===== src/rtl/dram_read_cache.sv =====
// dram_read_cache
// Direct-mapped, write-through, one-word-per-line cache between the core's
// DRAM port and the SDRAM controller. Read hits are served locally. Read
// misses and all writes go to the controller. Both sides use a level request
// with a one-cycle completion pulse.
module dram_read_cache #(
  parameter int IDX_W = 6,
  parameter int CNT_W = 16
) (
  input  logic             clk,
  input  logic             rst,
  input  logic [23:0]      up_addr,
  input  logic             up_req_read,
  input  logic             up_req_write,
  input  logic [31:0]      up_data_in,
  output logic [31:0]      up_data_out,
  output logic             up_data_valid,
  output logic             up_write_complete,
  output logic [23:0]      dn_addr,
  output logic             dn_req_read,
  output logic             dn_req_write,
  output logic [31:0]      dn_data_out,
  input  logic [31:0]      dn_data_in,
  input  logic             dn_data_valid,
  input  logic             dn_write_complete,
  input  logic             flush,
  output logic [CNT_W-1:0] hit_count,
  output logic [CNT_W-1:0] miss_count
);

  localparam int LINES = 2 ** IDX_W;
  localparam int TAG_W = 24 - IDX_W;

  typedef enum logic [2:0] {
    S_IDLE,
    S_CHECK,
    S_RESP,
    S_MEM_RD,
    S_MEM_WR,
    S_RELEASE
  } state_e;

  // Control and datapath registers
  state_e           state_q, state_d;
  logic [23:0]      addr_q, addr_d;
  logic [31:0]      wdata_q, wdata_d;
  logic             op_wr_q, op_wr_d;
  logic [31:0]      line_q, line_d;
  logic             flush_pend_q, flush_pend_d;
  logic [LINES-1:0] valid_q, valid_d;
  logic [CNT_W-1:0] hit_q, hit_d;
  logic [CNT_W-1:0] miss_q, miss_d;

  // Registered outputs
  logic [31:0]      up_data_out_q, up_data_out_d;
  logic             up_data_valid_q, up_data_valid_d;
  logic             up_write_complete_q, up_write_complete_d;
  logic [23:0]      dn_addr_q, dn_addr_d;
  logic             dn_req_read_q, dn_req_read_d;
  logic             dn_req_write_q, dn_req_write_d;
  logic [31:0]      dn_data_out_q, dn_data_out_d;

  // Tag/data storage with a registered read port
  logic [TAG_W-1:0] tag_mem  [LINES];
  logic [31:0]      data_mem [LINES];
  logic [TAG_W-1:0] tag_rd_q;
  logic [31:0]      data_rd_q;
  logic             mem_we;
  logic             mem_re;
  logic [31:0]      mem_wdata;

  // Address fields and lookup result
  logic [IDX_W-1:0] req_idx;
  logic [IDX_W-1:0] cur_idx;
  logic [TAG_W-1:0] cur_tag;
  logic             lookup_hit;
  logic             enter_release;

  assign req_idx    = up_addr[IDX_W-1:0];
  assign cur_idx    = addr_q[IDX_W-1:0];
  assign cur_tag    = addr_q[23:IDX_W];
  assign lookup_hit = valid_q[cur_idx] && (tag_rd_q == cur_tag);

  function automatic logic [CNT_W-1:0] sat_inc(input logic [CNT_W-1:0] v);
    return (&v) ? v : v + CNT_W'(1);
  endfunction

  // Next-state, datapath and output computation for the request FSM
  always_comb begin
    // NOTE: every signal gets a default first, so no path leaves one unassigned and no latch is inferred.
    state_d             = state_q;
    addr_d              = addr_q;
    wdata_d             = wdata_q;
    op_wr_d             = op_wr_q;
    line_d              = line_q;
    flush_pend_d        = flush_pend_q;
    valid_d             = valid_q;
    hit_d               = hit_q;
    miss_d              = miss_q;
    up_data_out_d       = up_data_out_q;
    up_data_valid_d     = 1'b0;
    up_write_complete_d = 1'b0;
    dn_addr_d           = dn_addr_q;
    dn_req_read_d       = dn_req_read_q;
    dn_req_write_d      = dn_req_write_q;
    dn_data_out_d       = dn_data_out_q;
    mem_we              = 1'b0;
    mem_re              = 1'b0;
    mem_wdata           = wdata_q;
    enter_release       = 1'b0;

    unique case (state_q)
      S_IDLE: begin
        // A flush here clears before the lookup, so an op accepted on the
        // same edge sees its line invalid.
        if (flush) valid_d = '0;
        if (up_req_read || up_req_write) begin
          addr_d  = up_addr;
          wdata_d = up_data_in;
          op_wr_d = up_req_write;
          mem_re  = 1'b1;
          state_d = S_CHECK;
        end
      end

      S_CHECK: begin
        if (op_wr_q) begin
          dn_req_write_d = 1'b1;
          dn_addr_d      = addr_q;
          dn_data_out_d  = wdata_q;
          state_d        = S_MEM_WR;
        end else if (lookup_hit) begin
          line_d  = data_rd_q;
          hit_d   = sat_inc(hit_q);
          state_d = S_RESP;
        end else begin
          miss_d        = sat_inc(miss_q);
          dn_req_read_d = 1'b1;
          dn_addr_d     = addr_q;
          state_d       = S_MEM_RD;
        end
      end

      S_RESP: begin
        up_data_out_d   = line_q;
        up_data_valid_d = 1'b1;
        enter_release   = 1'b1;
        state_d         = S_RELEASE;
      end

      S_MEM_RD: begin
        if (dn_data_valid) begin
          mem_we           = 1'b1;
          mem_wdata        = dn_data_in;
          valid_d[cur_idx] = 1'b1;
          up_data_out_d    = dn_data_in;
          up_data_valid_d  = 1'b1;
          dn_req_read_d    = 1'b0;
          dn_addr_d        = '0;
          enter_release    = 1'b1;
          state_d          = S_RELEASE;
        end
      end

      S_MEM_WR: begin
        // The line is only touched once the controller has committed the
        // write, so a concurrent reader can never see data SDRAM lacks.
        if (dn_write_complete) begin
          mem_we              = 1'b1;
          mem_wdata           = wdata_q;
          valid_d[cur_idx]    = 1'b1;
          up_write_complete_d = 1'b1;
          dn_req_write_d      = 1'b0;
          dn_addr_d           = '0;
          dn_data_out_d       = '0;
          enter_release       = 1'b1;
          state_d             = S_RELEASE;
        end
      end

      S_RELEASE: begin
        if (flush) valid_d = '0;
        if (!up_req_read && !up_req_write) state_d = S_IDLE;
      end

      default: state_d = S_IDLE;
    endcase

    // A flush seen while busy is deferred until the line update on entry to
    // RELEASE, then wipes every line including the one just written.
    if (state_q != S_IDLE && state_q != S_RELEASE) begin
      if (enter_release) begin
        if (flush || flush_pend_q) valid_d = '0;
        flush_pend_d = 1'b0;
      end else if (flush) begin
        flush_pend_d = 1'b1;
      end
    end

    // The controller shares rst, so a fill landing on a reset edge is dropped.
    if (rst) mem_we = 1'b0;
  end

  // State, control, valid bits, counters and outputs; rst clears all of them
  always_ff @(posedge clk) begin
    if (rst) begin
      state_q             <= S_IDLE;
      addr_q              <= '0;
      wdata_q             <= '0;
      op_wr_q             <= 1'b0;
      line_q              <= '0;
      flush_pend_q        <= 1'b0;
      valid_q             <= '0;
      hit_q               <= '0;
      miss_q              <= '0;
      up_data_out_q       <= '0;
      up_data_valid_q     <= 1'b0;
      up_write_complete_q <= 1'b0;
      dn_addr_q           <= '0;
      dn_req_read_q       <= 1'b0;
      dn_req_write_q      <= 1'b0;
      dn_data_out_q       <= '0;
    end else begin
      // NOTE: non-blocking assignments, so every register samples the pre-edge value of the others.
      state_q             <= state_d;
      addr_q              <= addr_d;
      wdata_q             <= wdata_d;
      op_wr_q             <= op_wr_d;
      line_q              <= line_d;
      flush_pend_q        <= flush_pend_d;
      valid_q             <= valid_d;
      hit_q               <= hit_d;
      miss_q              <= miss_d;
      up_data_out_q       <= up_data_out_d;
      up_data_valid_q     <= up_data_valid_d;
      up_write_complete_q <= up_write_complete_d;
      dn_addr_q           <= dn_addr_d;
      dn_req_read_q       <= dn_req_read_d;
      dn_req_write_q      <= dn_req_write_d;
      dn_data_out_q       <= dn_data_out_d;
    end
  end

  // Tag/data arrays: synchronous write on line update, registered read on accept
  always_ff @(posedge clk) begin
    // NOTE: the arrays are deliberately not reset; valid_q gates every use, and staying reset-free lets them map to block RAM.
    if (mem_we) begin
      tag_mem[cur_idx]  <= cur_tag;
      data_mem[cur_idx] <= mem_wdata;
    end
    if (mem_re) begin
      tag_rd_q  <= tag_mem[req_idx];
      data_rd_q <= data_mem[req_idx];
    end
  end

  assign up_data_out       = up_data_out_q;
  assign up_data_valid     = up_data_valid_q;
  assign up_write_complete = up_write_complete_q;
  assign dn_addr           = dn_addr_q;
  assign dn_req_read       = dn_req_read_q;
  assign dn_req_write      = dn_req_write_q;
  assign dn_data_out       = dn_data_out_q;
  assign hit_count         = hit_q;
  assign miss_count        = miss_q;

endmodule

===== config.mk =====
export PLATFORM = sky130hd
export DESIGN_NAME = dram_read_cache
export DESIGN_NICKNAME = d
export VERILOG_FILES = /design/src/rtl/dram_read_cache.sv
export SDC_FILE = /design/constraint.sdc
export NUM_CORES = 2
export LEC_CHECK = 0
export CAP_MARGIN = 20
export CELL_PAD_IN_SITES_DETAIL_PLACEMENT = 0
export CELL_PAD_IN_SITES_GLOBAL_PLACEMENT = 1
export CORE_MARGIN = 2
export CORE_UTILIZATION = 30
export DETAILED_ROUTE_END_ITERATION = 10
export PLACE_DENSITY_LB_ADDON = 0.08
export SYNTH_ARGS = -nofsm -noshare
export SYNTH_HDL_FRONTEND = slang
export SYNTH_SLANG_ARGS = --single-unit

===== constraint.sdc =====
create_clock -name clk -period 14.6 [get_ports clk]
set_clock_uncertainty 0.1 [all_clocks]
set_input_delay 2.19 -clock clk [delete_from_list [all_inputs] [get_ports clk]]
set_output_delay 2.19 -clock clk [all_outputs]
set_load 0.005 [all_outputs]

### Yosys cells after proc, flatten, opt, wreduce, memory -nomap -nowiden

Memory sizes are Yosys's and may differ from the RTL's. A register that Yosys moved wholly into a read port is not among the register bits.
Index checks and enable logic that the tools add are counted.
W data, S select, Z words.

| word-level totals | value |
|---|---|
| register bits after elaboration | 281 |
| latch bits | 0 |
| bits in writable memories | 3200 |
| memory bits (read-only) | 0 |
| input port bits | 95 |
| output and inout port bits | 124 |
| logic and storage cells | 121 |
| memories kept | 2 |

Memory list:

| memory | depth | width | rd ports | clocked after Yosys merged registers in | wr ports | line | source |
|---|---|---|---|---|---|---|---|
| data_mem | 64 | 32 | 1 | 1 | 1 | 65 | `logic [31:0] data_mem [LINES];` |
| tag_mem | 64 | 18 | 1 | 1 | 1 | 64 | `logic [TAG_W-1:0] tag_mem [LINES];` |

| cells by class | value |
|---|---|
| add/sub/neg operators | 2 |
| $mul | 0 |
| divide/modulo/power cells | 0 |
| magnitude comparators | 2 |
| eq/ne operators | 15 |
| shifts and indexed selects | 0 |
| muxes and demuxes | 49 |
| bitwise operators | 6 |
| reductions and logical operators | 29 |

Operators with widths:

| cell | number |
|---|---|
| $mux W64 | 6 |
| $pmux W64 S3 | 1 |
| $mux W32 | 5 |
| $pmux W32 S2 | 2 |
| $mux W24 | 4 |
| $pmux W24 S3 | 1 |
| $or A64 B64 Y64 | 1 |
| $add A16 B1 Y16 const B | 2 |
| $reduce_and A16 Y1 | 2 |
| $reduce_and A4 Y1 | 5 |
| $eq A18 B18 Y1 | 1 |
| $pmux W3 S6 | 1 |
| $mux W1 | 17 |
| $mux W3 | 5 |
| $ne A2 B2 Y1 const B | 7 |
| $pmux W1 S2 | 4 |
| $reduce_bool A2 Y1 | 4 |
| $lt A6 B7 Y1 const B | 1 |
| $bmux W1 S6 | 1 |
| $demux W1 S6 | 1 |
| $eq A3 B2 Y1 const B | 2 |
| $eq A3 B3 Y1 const B | 2 |
| $ge A6 B1 Y1 const B | 1 |
| $ne A3 B3 Y1 const B | 2 |
| 11 further kinds | 25 |

### Logic depth before layout (Yosys ltp)

| depth | value |
|---|---|
| word-level depth | 10 |
| gate-level depth with buffers | 12 |
| gate-level depth less buffers | 7 |

### Worst setup path after synthesis

OpenSTA, ideal clock, no wires.

| path | value |
|---|---|
| path type | input port to flip-flop |
| from | input dn_write_complete |
| to | memory data_mem[24][0], enable pin |
| library setup time | 0.458 ns |
| arrival | 5.465 ns |
| required time | 14.042 ns |
| slack | 8.577 ns |
| cell stages on the path | 6 |
| path buffers | 1 |
| cells stage by stage | nand3_1 > and2_1 > clkbuf_1 > nor2_1 > nand2_1 > nor2_1 |

| on the way | value |
|---|---|
| cells in the longest elaborated chain, start to end | 5 |

Ends and longest elaborated chain:

| what | line | source |
|---|---|---|
| from (decl) | 25 | `input logic dn_write_complete,` |
| $mux W1 | 168 | `if (dn_write_complete) begin` |
| $pmux W1 S2 | 112 | `unique case (state_q)` |
| $mux W1 | 201 | `if (rst) mem_we = 1'b0;` |
| $mux W1 | 247 | `if (mem_we) begin` |
| $mux W1 (implied by the code) | 249 | `data_mem[cur_idx] <= mem_wdata;` |
| to (decl) | 65 |  |

Every way passes these cells.

### Final worst setup path

| path | value |
|---|---|
| from | input dn_write_complete |
| to | memory tag_mem[58][2] in the netlist's numbering, enable pin |

| on the way | value |
|---|---|
| cells in the longest elaborated chain, start to end | 5 |

Ends and longest elaborated chain:

| what | line | source |
|---|---|---|
| $mux W1 | 168 |  |
| $pmux W1 S2 | 112 |  |
| $mux W1 | 201 |  |
| $mux W1 | 247 |  |
| $mux W1 (implied by the code) | 248 | `tag_mem[cur_idx] <= cur_tag;` |
| to (decl) | 64 |  |

Every way passes these cells.

==> flow_summary_export.csv <==
group,metric,value,unit
run_status,status,"complete, no violations",
clock_network,cts_max_level,5,
power,p_switching,5.94,mW
critical_path,critPathArrivalTime,7.62,ns
clock_network,cts_tree,"built",
synth,syn-num-nets,6194,
die,start_util,30.1,%
synth,synth_area,0.135,mm^2
power,clock_power_share,41.4,%
route,drt-initial-drc-count,7527,
synth,synth_edf_count,3250,
grt,track_usage,19.0,%
sta,finalSetupViolCount,0,
power,combPwrFrac,9.3,%
clock_network,worstSkewPairLatency,0.97,ns
critical_path,startpoint_type,"primary input",
power,p_int,18.0,mW
die,fp-row-count,246,
die,die_y,674,um
placement,dp_hpwl,262,mm
die,core_region_area,0.448,mm^2
clock_network,numCtsBuffers,409,
sta,slew_headroom,23.7,%
power,p_leak,49.0,nW
power,finalPower,24.0,mW
clock_network,clock_sinks,3531,
route,postRouteAntennaNets,0,
sta,slew_violations,0,
power,p_per_area,152,mW/mm^2
synth,yosysSeqAreaShare,76.7,%
cells_and_area,syn_to_final_growth,17.5,%
placement,place_congestion,0.743,
flow_run,maxCapViolCount,0,
clock_network,cts_setup_buffers,0,
synth,synth-warning-count,0,
critical_path,critPathKind,"in2reg",
synth,async_reset_ff_share,0,%
cells_and_area,layout-drive-gt1-share,28.6,%
sta,setup_tns,0,ns
route,dr.pass1.iters,5,
grt,grt_pass1_vias,66300,
power,ir_worst_vdd,0.0940,mV
sta,clock.fmax,0.140,GHz
critical_path,worst_setup_path_end_kind,"register",
grt,antenna_found_initial,85,
clock_network,post_cts_resized,0,
grt,gr-total-overflow,0,
route,post-route-drc-count,0,
die,die-area,0.454,mm^2
placement,place_ws,6.45,ns
cells_and_area,layout_common_cells,"3250 x edfxtp_1, 1043 x mux4_2, 421 x clkbuf_16, 305 x nand2_1, 262 x dfxtp_1",
route,vias,65600,
cells_and_area,fillerInstances,41400,
critical_path,crit_fanout,37,
route,wirelength,438,mm
placement,io_buffers,218,
synth,ys_ff_latch,3531,
critical_path,cp.required,15.09,ns
synth,avgSynthCellArea,22.1,um^2
cells_and_area,final_common_cell,"edfxtp_1",
power,netSwitchingFraction,24.8,%
route,viasPerCell,5.09,
die,pin_count,219,
clock_network,clk_pin_slew,0.06,ns
grt,grt_max_degree,107,
sta,max_slew.worst_pin.slew,1.14,ns
die,fp.dieW,674,um
sta,period_needed,7.12,ns
sta,hold_violations,0,
synth,syn_inst,6097,
min_path,min_path_type,"reg2reg",
synth,synth.distinct_cells,58,
route,route.detailed.wl_per_inst,34.0,um
clock_network,clock_path_buffers,4,
sta,rsz0062_at_grt,"false",
power,pwr-share-seq,49.3,%
clock_network,root_buffer,"clkbuf_16",
synth,synth_ff_type,"edfxtp_1",
sta,min_period_over_period,48.8,%
cells_and_area,finalNetCount,6682,
sta,worst_slack,7.48,ns
grt,grt_pass1_wl,592,mm
clock_network,postCtsHoldBufs,0,
-- metal layers --
layer | share of wire, % | vias to the layer above | GRT usage [%]
li1 | - | 26600 | -
met1 | 46 | 36400 | 27.7
met2 | 45 | 2127 | 29.2
met3 | 6.7 | 463 | 4.24
met4 | 1.9 | 10 | 3.73
met5 | 0.013 | - | 0
-- final timing paths --
check	depth (start not counted)	from	slack, ns	end
min	2	line_q[18]$_SDFFE_PP0P_	0.35	line_q[18]$_SDFFE_PP0P_
max	7	dn_write_complete	7.48	tag_mem[58][2]$_DFFE_PP_
min reg2reg	2	line_q[18]$_SDFFE_PP0P_	0.35	line_q[18]$_SDFFE_PP0P_
max reg2reg	6	state_q[2]$_SDFFE_PP0P_	8.40	tag_mem[58][2]$_DFFE_PP_
-- metrics by stage --
stage                     instances  hold slack, ns  utilization (%)  instance area [um^2]
after floorplan                6097           0.329                -                135000
after global placement        12100           0.343             32.4                145000
after detailed placement      12100           0.346             32.4                145000
after CTS                     12900           0.352             35.3                158000
after global routing          12900           0.369             35.3                158000
final                         12900           0.351             35.3                158000
-- cells by family after synthesis --
logic type                 count (synthesis)  synth area share, %
AOI/OAI and AO/OA                        298                 1.30
xor gates and xnor gates                  19                0.124
and+or+nand+nor                          722                 2.34
DFF                                     3531                 76.7
muxes                                   1161                 18.4
buffers and inverters                    364                 1.15
adders and majority gates                  2               0.0186
-- synthesized netlist by cell type, drive strengths merged (2+ instances only) --
cell type / count / share of area (%)
edfxtp: 3250 / 73
or3b: 3 / 0.020
nor3: 14 / 0.052
dfxtp: 281 / 4.2
nor2b: 19 / 0.088
nor2: 208 / 0.58
o311ai: 2 / 0.024
nand4: 8 / 0.037
and2: 9 / 0.042
nand2b: 29 / 0.13
o31ai: 8 / 0.062
a2111oi: 2 / 0.018
o31a: 2 / 0.014
nand3b: 3 / 0.017
xnor2: 2 / 0.013
mux2i: 64 / 0.48
inv: 6 / 0.017
a311oi: 32 / 0.21
a21oi: 209 / 0.78
buf: 138 / 0.52
nand4b: 2 / 0.013
mux4: 1043 / 17
nand2: 307 / 0.86
and4: 4 / 0.026
nor4: 8 / 0.046
and3: 4 / 0.019
a22oi: 5 / 0.028
or2: 2 / 0.0093
a22o: 4 / 0.026
ha: 2 / 0.019
clkbuf: 220 / 0.61
or3: 13 / 0.060
o21ai: 26 / 0.097
xor2: 17 / 0.11
or4: 4 / 0.022
nand3: 83 / 0.31
mux2: 54 / 0.45
-- registers in the layout (all words and copies together) (netlist names), 32 cells and up --
name	cells
data_mem	2048
data_rd_q	32
dn_data_out	32
line_q	32
tag_mem	1152
up_data_out	32
valid_q	64
wdata_q	32
-- power by group through the flow --
stage / logic [mW] / registers (mW) / clock network [mW]
after global placement: 2.26 / 12.0 / 0
after floorplan: 0.984 / 12.0 / 0
after CTS: 2.30 / 11.8 / 10.2
after detailed placement: 2.30 / 12.0 / 0
after global routing: 2.39 / 11.8 / 10.6
final: 2.23 / 11.8 / 9.93
-- area by class of cell --
cell class / count / area (um^2) / area share, %
Timing Repair Buffer: 435 / 4060 / 2.57
Clock inverter: 229 / 1940 / 1.23
Multi-Input combinational cell: 2202 / 30500 / 19.3
Antenna cell: 21 / 52.6 / 0.0332
Inverter: 6 / 30.0 / 0.0190
Clock buffer: 506 / 10900 / 6.88
Sequential cell: 3531 / 103000 / 65.3
Tap cell: 5952 / 7450 / 4.71
-- worst max-delay path, stage by stage --
cell	delay, ns
clkdlybuf4s50_1	0.54
nand3_2	0.75
and2_1	0.67
nor2_1	0.80
nand2_1	0.92
nor2_4	1.02
buf_4	0.62
(Power assumes the default switching activity.)
